<file path="config.mk">
export PLATFORM = sky130hd
export DESIGN_NAME = riscv_fetch_unit
export DESIGN_NICKNAME = d
export VERILOG_FILES = /design/src/rtl/riscv_pkg.sv /design/src/rtl/riscv_if_id_reg.sv /design/src/rtl/riscv_fetch_unit.sv
export SDC_FILE = /design/constraint.sdc
export NUM_CORES = 1
export LEC_CHECK = 0
export ABC_AREA = 1
export CAP_MARGIN = 0
export CORE_ASPECT_RATIO = 0.8
export CORE_MARGIN = 2
export CORE_UTILIZATION = 49
export CTS_BUF_LIST = sky130_fd_sc_hd__clkbuf_4 sky130_fd_sc_hd__clkbuf_8 sky130_fd_sc_hd__clkbuf_16
export DETAILED_ROUTE_END_ITERATION = 16
export PLACE_DENSITY = 0.79
export SLEW_MARGIN = 20
export SYNTH_ARGS = -nofsm -noshare
export SYNTH_HDL_FRONTEND = slang
export SYNTH_SLANG_ARGS = --single-unit
</file>
<file path="constraint.sdc">
create_clock -name clk -period 3.76 [get_ports clk]
set_input_delay 0.564 -clock clk [delete_from_list [all_inputs] [get_ports clk]]
set_output_delay 0.564 -clock clk [all_outputs]
set_load 0.02 [all_outputs]
</file>
<file path="src/rtl/riscv_pkg.sv">
// Shared RV32I front-end definitions: XLEN, NOP encoding, reset PC, fetch states.
// Latency: n/a (package).
// Backpressure: n/a (package).
package riscv_pkg;

  localparam int XLEN = 32;

  // addi x0,x0,0 -- canonical bubble placed in IF/ID
  localparam logic [XLEN-1:0] NOP_INSTR_DEFAULT = 32'h0000_0013;
  localparam logic [XLEN-1:0] RESET_PC_DEFAULT  = 32'h0000_0000;

  // Fetch FSM encoding, kept as plain constants for compatibility with older tools
  typedef logic [2:0] fetch_state_t;
  localparam fetch_state_t ST_IDLE  = 3'd0;
  localparam fetch_state_t ST_REQ   = 3'd1;
  localparam fetch_state_t ST_WAIT  = 3'd2;
  localparam fetch_state_t ST_HOLD  = 3'd3;
  localparam fetch_state_t ST_DRAIN = 3'd4;

  // Sequential PC step; wraps modulo 2^32
  function automatic logic [XLEN-1:0] pc_inc(input logic [XLEN-1:0] pc);
    return pc + 32'd4;
  endfunction

endpackage

</file>
<file path="src/rtl/riscv_if_id_reg.sv">
// IF/ID pipeline register with flush > stall > load priority; empty slot reads as NOP.
// Latency: 1 cycle from load to outputs.
// Backpressure: stall freezes every output; flush overrides stall and any load.
// Ports: clk, rst_n; flush/stall controls; load + load_pc/load_instr from fetch FSM;
//        if_valid/if_pc/if_pcPlus4/if_instr to decode.
// Optional: FETCH_MISALIGN_CHECK_EN adds load_mis/mis_pc inputs and if_misalign output.
module riscv_if_id_reg
  import riscv_pkg::*;
#(
  parameter logic [31:0] NOP_INSTR = NOP_INSTR_DEFAULT
) (
  input  logic        clk,
  input  logic        rst_n,
  input  logic        flush,
  input  logic        stall,
  input  logic        load,
  input  logic [31:0] load_pc,
  input  logic [31:0] load_instr,
`ifdef FETCH_MISALIGN_CHECK_EN
  input  logic        load_mis,
  input  logic [31:0] mis_pc,
  output logic        if_misalign,
`endif
  output logic        if_valid,
  output logic [31:0] if_pc,
  output logic [31:0] if_pcPlus4,
  output logic [31:0] if_instr
);

  always_ff @(posedge clk or negedge rst_n) begin
    if (!rst_n) begin
      if_valid    <= 1'b0;
      if_pc       <= '0;
      if_pcPlus4  <= '0;
      if_instr    <= NOP_INSTR;
`ifdef FETCH_MISALIGN_CHECK_EN
      if_misalign <= 1'b0;
`endif
    end else if (flush) begin
      // PC fields are left alone so decode/debug still see the last address
      if_valid    <= 1'b0;
      if_instr    <= NOP_INSTR;
`ifdef FETCH_MISALIGN_CHECK_EN
      if_misalign <= 1'b0;
`endif
    end else if (!stall) begin
`ifdef FETCH_MISALIGN_CHECK_EN
      if (load_mis) begin
        // Trap marker: carries the raw target, no instruction was fetched
        if_valid    <= 1'b1;
        if_misalign <= 1'b1;
        if_pc       <= mis_pc;
        if_pcPlus4  <= pc_inc(mis_pc);
        if_instr    <= NOP_INSTR;
      end else
`endif
      if (load) begin
        if_valid    <= 1'b1;
        if_pc       <= load_pc;
        if_pcPlus4  <= pc_inc(load_pc);
        if_instr    <= load_instr;
`ifdef FETCH_MISALIGN_CHECK_EN
        if_misalign <= 1'b0;
`endif
      end else begin
        // Decode consumed the slot and nothing new arrived: present a bubble
        if_valid    <= 1'b0;
        if_instr    <= NOP_INSTR;
`ifdef FETCH_MISALIGN_CHECK_EN
        if_misalign <= 1'b0;
`endif
      end
    end
  end

endmodule

</file>
<file path="src/rtl/riscv_fetch_unit.sv">
// RV32I instruction fetch: PC, single-outstanding imem req/gnt/rvalid port, IF/ID register.
// Latency: gnt with req then rvalid next cycle gives one instruction every 2 cycles.
// Backpressure: stall parks a returning word in a one-entry skid and drops imem_req until released.
// Ports: clk, rst_n; hazard inputs pcSrc/flush/branchTarget/stall; imem_req/imem_addr/imem_gnt/
//        imem_rvalid/imem_rdata memory port; if_valid/if_pc/if_pcPlus4/if_instr to decode.
// Optional: FETCH_MISALIGN_CHECK_EN adds if_misalign and reports misaligned redirect targets.
module riscv_fetch_unit
  import riscv_pkg::*;
#(
  parameter logic [31:0] RESET_PC  = RESET_PC_DEFAULT,
  parameter logic [31:0] NOP_INSTR = NOP_INSTR_DEFAULT
) (
  input  logic        clk,
  input  logic        rst_n,
  input  logic        pcSrc,
  input  logic        flush,
  input  logic [31:0] branchTarget,
  input  logic        stall,
  output logic        imem_req,
  output logic [31:0] imem_addr,
  input  logic        imem_gnt,
  input  logic        imem_rvalid,
  input  logic [31:0] imem_rdata,
`ifdef FETCH_MISALIGN_CHECK_EN
  output logic        if_misalign,
`endif
  output logic        if_valid,
  output logic [31:0] if_pc,
  output logic [31:0] if_pcPlus4,
  output logic [31:0] if_instr
);

  fetch_state_t    state, state_nxt;
  logic [XLEN-1:0] pc_q, pc_nxt;
  logic [XLEN-1:0] fetch_pc, fetch_pc_nxt;
  logic [XLEN-1:0] skid, skid_nxt;
  logic [XLEN-1:0] load_instr;
  logic            load;
  logic            resp_pending;
  logic            parked;

`ifdef FETCH_MISALIGN_CHECK_EN
  logic            parked_nxt;
  logic            mis_now, mis_req, mis_pend;
  logic [XLEN-1:0] mis_pc, mis_pc_sel;

  assign mis_now    = pcSrc && (branchTarget[1:0] != 2'b00);
  // A trap marker blocked by stall is retried until a newer redirect replaces it
  assign mis_req    = mis_now || (mis_pend && !pcSrc);
  assign mis_pc_sel = mis_now ? branchTarget : mis_pc;

  always_ff @(posedge clk or negedge rst_n) begin
    if (!rst_n) begin
      parked   <= 1'b0;
      mis_pend <= 1'b0;
      mis_pc   <= '0;
    end else begin
      parked   <= parked_nxt;
      mis_pend <= mis_req && stall && !flush;
      mis_pc   <= mis_pc_sel;
    end
  end
`else
  assign parked = 1'b0;
`endif

  assign imem_req  = (state == ST_REQ);
  assign imem_addr = pc_q;

  always_comb begin
    state_nxt    = state;
    pc_nxt       = pc_q;
    fetch_pc_nxt = fetch_pc;
    skid_nxt     = skid;
    load         = 1'b0;
    load_instr   = imem_rdata;
    resp_pending = 1'b0;
`ifdef FETCH_MISALIGN_CHECK_EN
    parked_nxt   = parked;
`endif

    case (state)
      ST_IDLE: begin
        if (!parked) state_nxt = ST_REQ;
      end
      ST_REQ: begin
        if (imem_gnt) begin
          fetch_pc_nxt = pc_q;
          state_nxt    = ST_WAIT;
        end
      end
      ST_WAIT: begin
        if (imem_rvalid) begin
          if (stall) begin
            skid_nxt  = imem_rdata;
            state_nxt = ST_HOLD;
          end else begin
            load      = 1'b1;
            pc_nxt    = pc_inc(fetch_pc);
            state_nxt = ST_REQ;
          end
        end
      end
      ST_HOLD: begin
        if (!stall) begin
          load       = 1'b1;
          load_instr = skid;
          pc_nxt     = pc_inc(fetch_pc);
          state_nxt  = ST_REQ;
        end
      end
      ST_DRAIN: begin
        // Stale response from the abandoned path is swallowed here
        if (imem_rvalid) state_nxt = parked ? ST_IDLE : ST_REQ;
      end
      default: state_nxt = ST_IDLE;
    endcase

    if (pcSrc) begin
      load   = 1'b0;
      pc_nxt = branchTarget & ~32'd3;
      // A grant taken in this very cycle also leaves a response in flight,
      // so it must be drained just like a WAIT without rvalid.
      resp_pending = ((state == ST_REQ) && imem_gnt) ||
                     (((state == ST_WAIT) || (state == ST_DRAIN)) && !imem_rvalid);
      state_nxt = resp_pending ? ST_DRAIN : ST_REQ;
`ifdef FETCH_MISALIGN_CHECK_EN
      parked_nxt = mis_now;
      if (mis_now && !resp_pending) state_nxt = ST_IDLE;
`endif
    end
  end

  always_ff @(posedge clk or negedge rst_n) begin
    if (!rst_n) begin
      state    <= ST_IDLE;
      pc_q     <= RESET_PC;
      fetch_pc <= RESET_PC;
      skid     <= NOP_INSTR;
    end else begin
      state    <= state_nxt;
      pc_q     <= pc_nxt;
      fetch_pc <= fetch_pc_nxt;
      skid     <= skid_nxt;
    end
  end

  riscv_if_id_reg #(
    .NOP_INSTR (NOP_INSTR)
  ) u_if_id (
    .clk         (clk),
    .rst_n       (rst_n),
    .flush       (flush),
    .stall       (stall),
    .load        (load),
    .load_pc     (fetch_pc),
    .load_instr  (load_instr),
`ifdef FETCH_MISALIGN_CHECK_EN
    .load_mis    (mis_req),
    .mis_pc      (mis_pc_sel),
    .if_misalign (if_misalign),
`endif
    .if_valid    (if_valid),
    .if_pc       (if_pc),
    .if_pcPlus4  (if_pcPlus4),
    .if_instr    (if_instr)
  );

endmodule

</file>
* After elaboration in Yosys (flattened, before gate mapping)
Index checks and enable logic that the tools add are counted.
** Operators by class
- Add/sub/neg operators :: 1
- Multiply operators :: 0
- Div/mod/pow operators :: 0
- $lt $le $gt $ge :: 0
- Eq/ne operators :: 9
- Shift operators :: 0
- Multiplexer cells :: 23
- Bitwise gates (word level) :: 2
- Reduce and logical (&&, ||, !) cells :: 12
** Operator list (count)
- 32-bit two-way mux :: 7
- 32-bit one-hot mux with 2 select lines :: 1
- 32-bit by 3-bit adder with 32-bit output, second input constant :: 1
- 3-bit two-way mux :: 6
- 3-bit one-hot mux with 5 select lines :: 1
- 3-bit inequality test, second input constant :: 3
- 3-bit by 2-bit == test with 1-bit output, second input constant :: 2
- 1-bit two-way mux :: 6
- 3-bit AND reduction :: 2
- 2-bit AND reduction :: 2
- 4-bit AND reduction :: 1
- 3-bit by 1-bit == test with 1-bit output, second input constant :: 1
- 3-bit == test, second input constant :: 1
- 3-bit zero test :: 1
- 3-bit by 2-bit inequality test with 1-bit output, second input constant :: 1
- 3-bit nonzero test :: 1
- 1-bit logical AND :: 2
- 1-bit logical OR :: 2
- 2-bit two-way mux :: 1
- 2-bit inequality test, second input constant :: 1
- 1-bit inverter :: 2
- 1-bit one-hot mux with 2 select lines :: 1
- 1-bit zero test :: 1
** Word-level totals
- Register bits after elaboration :: 196
- Latch bits :: 0
- Bits in writable memories :: 0
- Memory bits (read-only) :: 0
- Output and inout bits :: 130
- Logic and storage cells :: 55
- Memories :: 0

* Logic depth before layout (Yosys ltp)
Gate-level depths: netlist of the first run.
- Depth after elaboration :: 7
- Mapped depth :: 10

* Hierarchy
From an unflattened synthesis of the first run, not the netlist that was laid out.
** Second synthesis, totals
- Cells, all modules :: 1287
- Area total of the unflattened synthesis :: 10143.5 um2
** By module, submodules not included
- riscv_fetch_unit :: times used 1, cells an instance 777, area each 5821.8 um2, seq. area each 2481.1 um2
- riscv_if_id_reg :: times used 1, cells an instance 510, area each 4321.6 um2, seq. area each 2381.0 um2

* Least setup slack after synthesis of the first run
No wires, ideal clock.
- Path kind :: reg2reg
- Start :: register state[0]
- End :: register fetch_pc[4]
- Library setup time :: 0.130 ns
- Arrival :: 1.678 ns
- Data required time :: 3.630 ns
- Setup slack :: 1.952 ns
- Cell stages (with the launch flop) :: 9
- Cell sequence :: dfrtp_1 buf_2 inv_1 nor3_1 nand2_1 buf_2 buf_2 nand2_1 o21ai_0
** On the way
- Cells in the longest elaborated chain, start to end :: 2
** Ends and longest elaborated chain
- start, declared :: line riscv_fetch_unit.sv:33 : fetch_state_t state, state_nxt;
- start signal, assigned :: line riscv_fetch_unit.sv:141 : state <= state_nxt;
- 3-bit by 1-bit == test with 1-bit output
- net imem_req :: line riscv_fetch_unit.sv:19 : output logic imem_req,
- 2-bit AND reduction (no line)
- end signal, assigned :: line riscv_fetch_unit.sv:143 : fetch_pc <= fetch_pc_nxt;
- end, declared :: line riscv_fetch_unit.sv:35 : logic [XLEN-1:0] fetch_pc, fetch_pc_nxt;
The timed path passes the listed nets, and every way through them passes these cells.
A chain may end at the register's enable or synchronous reset.

* Worst setup path after layout of the first run
- Start :: register state[0]
- End :: output port imem_req
** On the way
- Cells in the longest elaborated chain, start to end :: 1
** Ends and longest elaborated chain
- 3-bit by 1-bit == test with 1-bit output :: line riscv_fetch_unit.sv:67 : assign imem_req = (state == ST_REQ);
- end, declared :: line riscv_fetch_unit.sv:19
No other way between the ends.

==> flow_summary.yaml, run 1 <==
die:
  start_util_pct: 50.1
  core_area_sq_um: 17300
  die_area_sq_um: 18800
  die_x_microns: 153
  rows: 43
  io_pins: 201
  die_h_microns: 123
route:
  via_per_inst: 5.03
  wirelength_microns: 22800
  drc_errors: 0
  firstDrtPassIters: 5
  wl_per_cell_microns: 15.1
  antenna_left: 0
  dr.first_iter.drc_count: 585
  num_vias: 7601
power:
  leakagePower_uw: 0.00563
  power.total_uw: 7610
  power.share.clock_pct: 24.0
  power_frac_comb_pct: 33.9
  p_switching_uw: 2790
  powerDensity_nw_per_um2: 665
  p_seq_share_pct: 42.1
  switching_share_pct: 36.7
  p_int_uw: 4810
  ir_drop_v: 0.000362
sta:
  drv_slew: 0
  fin_ws_ps: 960
  fin_skew_ps: 8.71
  fin_setup_tns_ps: 0
  setup_viol: 0
  tightestPinTransition_ps: 1000
  min_period_ps: 2800
  period_share_pct: 74.5
  grt_setup_unrepaired: "no"
  hold_viol_final: 0
  hold_ws_ps: 235
  slew_headroom_pct: 33.1
  max_freq_mhz: 357
final_layout:
  finalNetCount: 1345
  drive_gt1_share_pct: 4.59
  num_antenna_cells: 0
  multi_input_area_sq_um: 3160
  final_cells: 1511
  fillers: 1434
  syn2layout_area_growth_pct: 31.8
  register_area_sq_um: 4860
clocking:
  postCtsHoldBufs: 0
  clock_path_buffers: 2
  cts_tree: "done"
  cts_resized: 0
  cts_buffers: 17
  clk_latency_ps: 420
  htree_levels: 4
  clkTransAtPathRegs_ps: 70
  cts_setup_buffers: 0
  root_buffer: "clkbuf_16"
  clock_sinks: 194
global_routing:
  met1_usage_pct: 34.2
  grt_pass1_wl_microns: 37000
  grt_max_degree: 98
  grt_overflow: 0
  top_usage_layer: "met2"
  globalRouteMet3Util_pct: 6.76
  grtUsageTotal_pct: 24.7
  use_met2_pct: 38.3
  grt_pass1_vias: 7300
  antenna_found_initial: 0
critical_path:
  crit_path_start_kind: "flip-flop"
  timing_worst_setup_path_type: "reg2out"
  crit_path_cell_trace: "inv_1 -> nor3_1 -> clkdlybuf4s50_1"
  regToRegSetupSlack_ps: 1540
  cp_slowest_cell: "clkdlybuf4s50_1"
  crit_fanout: 7
  cpPeakStageDelay_ps: 780
  end_kind: "primary output"
  required_ps: 3200
  cp.arrival_ps: 2240
logic_synthesis:
  syn-instance-count: 1098
  netlist_area_sq_um: 8680
  syn_area_per_cell_sq_um: 7.90
  yosys_warnings: 0
  synth_seq_cells: 194
  synthDistinctLibCells: 25
  yosysSeqAreaShare_pct: 56.0
  synth_nets: 1170
placed_design:
  portBuffers: 198
  pre_cts_ws_ps: 1050
  place_hpwl_microns: 15100
  place_congestion: 0.849
  dp_cells: 1479
job:
  drv_cap: 0
outcome:
  status: "complete, no violations"
worst_hold_path:
  hp-class: "in2async"
==> worst max-delay path, delay by kind of cell, from the launching register on <==
kind | cells | cell delay (ps)
buf+inv | 2 | 840
flops | 1 | 470
simple gates | 1 | 520
==> synth_stat cells <==
| library cell | count | area [sq um] |
|---|---|---|
| clkbuf_1 | 33 | 124 |
| o22ai_1 | 2 | 12.5 |
| ha_1 | 1 | 12.5 |
| o21ai_1 | 10 | 50.1 |
| a21oi_1 | 17 | 85.1 |
| buf_2 | 15 | 75.1 |
| inv_2 | 2 | 7.51 |
| dfrtp_1 | 188 | 4700 |
| o211ai_1 | 9 | 67.6 |
| nand2_2 | 1 | 6.26 |
| o21ai_0 | 136 | 681 |
| xor2_1 | 15 | 131 |
| nand2_1 | 440 | 1650 |
| nand3_1 | 26 | 130 |
| buf_6 | 1 | 11.3 |
| nor3_1 | 1 | 5.00 |
| buf_4 | 2 | 15.0 |
| nor3_2 | 1 | 10.0 |
| inv_1 | 119 | 447 |
| nor2_1 | 68 | 255 |
| and2_1 | 2 | 12.5 |
| nor2_4 | 1 | 11.3 |
| dfstp_2 | 6 | 158 |
| or2_2 | 1 | 6.26 |
| o21a_1 | 1 | 7.51 |
==> kinds of logic (layout without fill, tap and decap cells) <==
logic type | after synthesis | count (layout) | synth area share, %
AND/OR/NAND/NOR | 541 | 541 | 24.1
flip-flops | 194 | 194 | 56.0
AO/OA/AOI/OAI | 175 | 175 | 10.4
buffers and inverters | 172 | 360 | 7.83
XOR/XNOR | 15 | 15 | 1.51
adder cells (fa/ha/maj) | 1 | 1 | 0.144
==> routing by layer <==
layer,vias to the layer above,part of all wire [%]
met4,0,1.9
met3,34,8.5
met1,3547,45
met5,-,0
li1,3739,-
met2,281,45
==> final cells by class <==
type	count	share of cell area (%)
Sequential cell	194	42.5
Multi-Input combinational cell	732	27.7
Inverter	121	3.98
Clock buffer	20	3.97
Clock inverter	12	1.13
Tap cell	225	2.46
Timing Repair Buffer	207	18.3
==> power groups by stage <==
stage	logic [uW]	clock network (uW)	registers [uW]
floorplan	1130	0	3500
global placement	2500	0	3210
detailed placement	2570	0	3220
CTS	2590	1860	3190
global route	2860	1940	3290
finish	2580	1830	3200
==> stage by stage <==
stage	cell area, sq um	utilization [%]
2_1_floorplan	8680	-
3_3_place_gp	10800	62.6
3_5_place_dp	10800	62.6
4_1_cts	11400	65.9
5_1_grt	11400	66.0
6_report	11400	66.0
==> cells in the final DEF, fill, tap and decap left out, types with 3 or more instances in the layout <==
cell type | Yosys | final
inv_1 | 119 | 119
o21ai_0 | 136 | 135
clkbuf_16 | 0 | 17
o211ai_1 | 9 | 9
inv_6 | 0 | 4
dfstp_2 | 6 | 6
clkdlybuf4s50_1 | 0 | 197
nand3_1 | 26 | 25
nor2_1 | 68 | 67
buf_4 | 2 | 6
xor2_1 | 15 | 15
nand2_1 | 440 | 438
buf_12 | 0 | 3
clkinv_2 | 0 | 6
o21ai_1 | 10 | 10
dfrtp_1 | 188 | 188
a21oi_1 | 17 | 17
==> flip-flops by register name, summed over array words and instances, names as in the netlist <==
| register | cells |
|---|---|
| fetch_pc | 32 |
| imem_addr | 32 |
| skid | 32 |
| state | 3 |
| u_if_id.if_instr | 32 |
| u_if_id.if_pc | 30 |
| u_if_id.if_pcPlus4 | 32 |
| u_if_id.if_valid | 1 |
==> worst paths after layout <==
path                                    startpoint                            endpoint  depth (start not counted)
max                           state[0]$_DFFE_PN0P_                            imem_req                          3
min in group clk               skid[1]$_DFFE_PN1P_                 skid[1]$_DFFE_PN1P_                          2
min reg2reg                    skid[1]$_DFFE_PN1P_                 skid[1]$_DFFE_PN1P_                          2
min                                          rst_n        u_if_id.if_pc[6]$_DFFE_PN0P_                          1
max reg2reg                fetch_pc[2]$_DFFE_PN0N_  u_if_id.if_pcPlus4[28]$_DFFE_PN0P_                         10
max in group asynchronous                    rst_n     u_if_id.if_instr[1]$_DFFE_PN1P_                          2
Note: power is estimated with default switching activity, not from simulation.
==> run 2, diff against run 1 <==
clock period = 2.85 ns   (was 3.76 ns; I/O delays follow)
==> run 2 against run 1 <==
Effect of this change: first-iteration DRC count is 11% lower; non-clock buffer count is 7 higher; wire length is 1.2% lower; via count is 0.53% lower; highest routed layer unchanged; critical path type unchanged; sequential share of layout area is 0.24 points lower.
==> flow_summary.yaml, run 2 (synthesized netlist as in run 1, its figures left out) <==
outcome:
  status: "complete, no violations"
critical_path:
  cp.arrival_ps: 2190
  cpPeakStageDelay_ps: 760
  crit_path_start_kind: "flip-flop"
  crit_path_cell_trace: "inv_1 -> nor3_1 -> clkdlybuf4s50_1"
  required_ps: 2420
  end_kind: "primary output"
  path_delay_family: "buffers and inverters"
  crit_buf_inv: 2
  crit_fanout: 7
  timing_worst_setup_path_type: "reg2out"
  cp_slowest_cell: "clkdlybuf4s50_1"
die:
  start_util_pct: 50.1
  die_x_microns: 153
  die_h_microns: 123
  rows: 43
  die_area_sq_um: 18800
  core_area_sq_um: 17300
  io_pins: 201
placed_design:
  dp_cells: 1485
  place_congestion: 0.830
  pre_cts_ws_ps: 403
  portBuffers: 198
  place_hpwl_microns: 15200
power:
  switching_share_pct: 36.6
  power_frac_comb_pct: 33.8
  p_switching_uw: 3670
  leakagePower_uw: 0.00565
  ir_drop_v: 0.000472
  p_seq_share_pct: 42.0
  powerDensity_nw_per_um2: 874
  p_int_uw: 6380
  power.share.clock_pct: 24.2
global_routing:
  grtUsageTotal_pct: 24.5
  grt_overflow: 0
  grt_pass1_vias: 7086
  grt_max_degree: 67
  grt_pass1_wl_microns: 36400
  antenna_found_initial: 1
final_layout:
  fillers: 1450
  multi_input_area_sq_um: 3150
  final_cell_mix: "nand2_1, clkdlybuf4s50_1, dfrtp_1"
  drive_gt1_share_pct: 5.03
  finalNetCount: 1352
  syn2layout_area_growth_pct: 32.5
  final_cells: 1519
  register_area_sq_um: 4860
  final_common_cell: "nand2_1"
clocking:
  cts_tree: "done"
  cts_buffers: 17
  clk_latency_ps: 430
  htree_levels: 4
  clock_path_buffers: 2
  root_buffer: "clkbuf_16"
  clkTransAtPathRegs_ps: 70
  clock_sinks: 194
route:
  wl_per_cell_microns: 14.8
  wirelength_microns: 22500
  num_vias: 7561
  via_per_inst: 4.98
  antenna_left: 0
  firstDrtPassIters: 5
  dr.first_iter.drc_count: 521
  drc_errors: 0
job:
  drv_cap: 0
sta:
  grt_setup_unrepaired: "no"
  drv_slew: 0
  period_share_pct: 91.9
  fin_skew_ps: 11.0
  setup_viol: 0
  tightestPinTransition_ps: 995
  hold_viol_final: 0
  max_freq_mhz: 382
  slew_headroom_pct: 33.4
  fin_ws_ps: 230
  min_period_ps: 2620
  fin_setup_tns_ps: 0
  hold_ws_ps: 468
worst_hold_path:
  hp-class: "reg2reg"
[run 2: path summary, 6_finish.rpt]
kind	from	to	slack, ps	cells after the start
worst min-delay path	skid[1]$_DFFE_PN1P_	skid[1]$_DFFE_PN1P_	470	2
worst max-delay path	state[0]$_DFFE_PN0P_	imem_req	230	3
min in group asynchronous	rst_n	u_if_id.if_pcPlus4[7]$_DFFE_PN0P_	520	2
worst min register to register	skid[1]$_DFFE_PN1P_	skid[1]$_DFFE_PN1P_	470	2
max in group asynchronous	rst_n	imem_addr[0]$_DFFE_PN0P_	1510	3
worst max register to register	fetch_pc[2]$_DFFE_PN0N_	u_if_id.if_pcPlus4[28]$_DFFE_PN0P_	580	10
[run 2: timing repair]
item,in CTS,in global routing
hold buffers,1,0
setup buffers,0,0
hold endpoints to repair,9,0
resized for setup,0,0
[run 2: power by group through the flow]
stage	clock (uW)	sequential, uW	combinational, uW
after global placement	0	4230	3320
after CTS	2470	4210	3420
after detailed placement	0	4260	3400
final	2440	4220	3390
after global routing	2590	4330	3760
after floorplan	0	4610	1490
[run 2: layout make-up]
type / instances / share of cell area, %
Antenna cell: 1 / 0.0218
Clock buffer: 23 / 4.42
Clock inverter: 9 / 0.816
Inverter: 121 / 3.96
Multi-Input combinational cell: 732 / 27.4
Sequential cell: 194 / 42.3
Tap cell: 225 / 2.45
Timing Repair Buffer: 214 / 18.7
[run 2: routing by layer]
metal	global-route usage, %	wire [microns]	vias to the layer above
li1	-	-	3748
met1	32.9	10000	3508
met2	38.8	10200	276
met3	7.64	1900	29
met4	6.83	397	0
met5	0	0	-
[run 2: stage by stage]
step | total power [uW] | area, sq um | utilization (%)
global placement | 7550 | 10900 | 62.8
floorplan | 6100 | 8680 | -
finish | 10100 | 11500 | 66.4
CTS | 10100 | 11500 | 66.4
detailed placement | 7660 | 10900 | 62.8
global route | 10700 | 11500 | 66.4
[run 2: worst reg2reg max path, delay by kind of cell (launching register included)]
family	cells	cell delay, ps
simple gates	9	1510
flops	1	430
fa+ha+maj	1	230
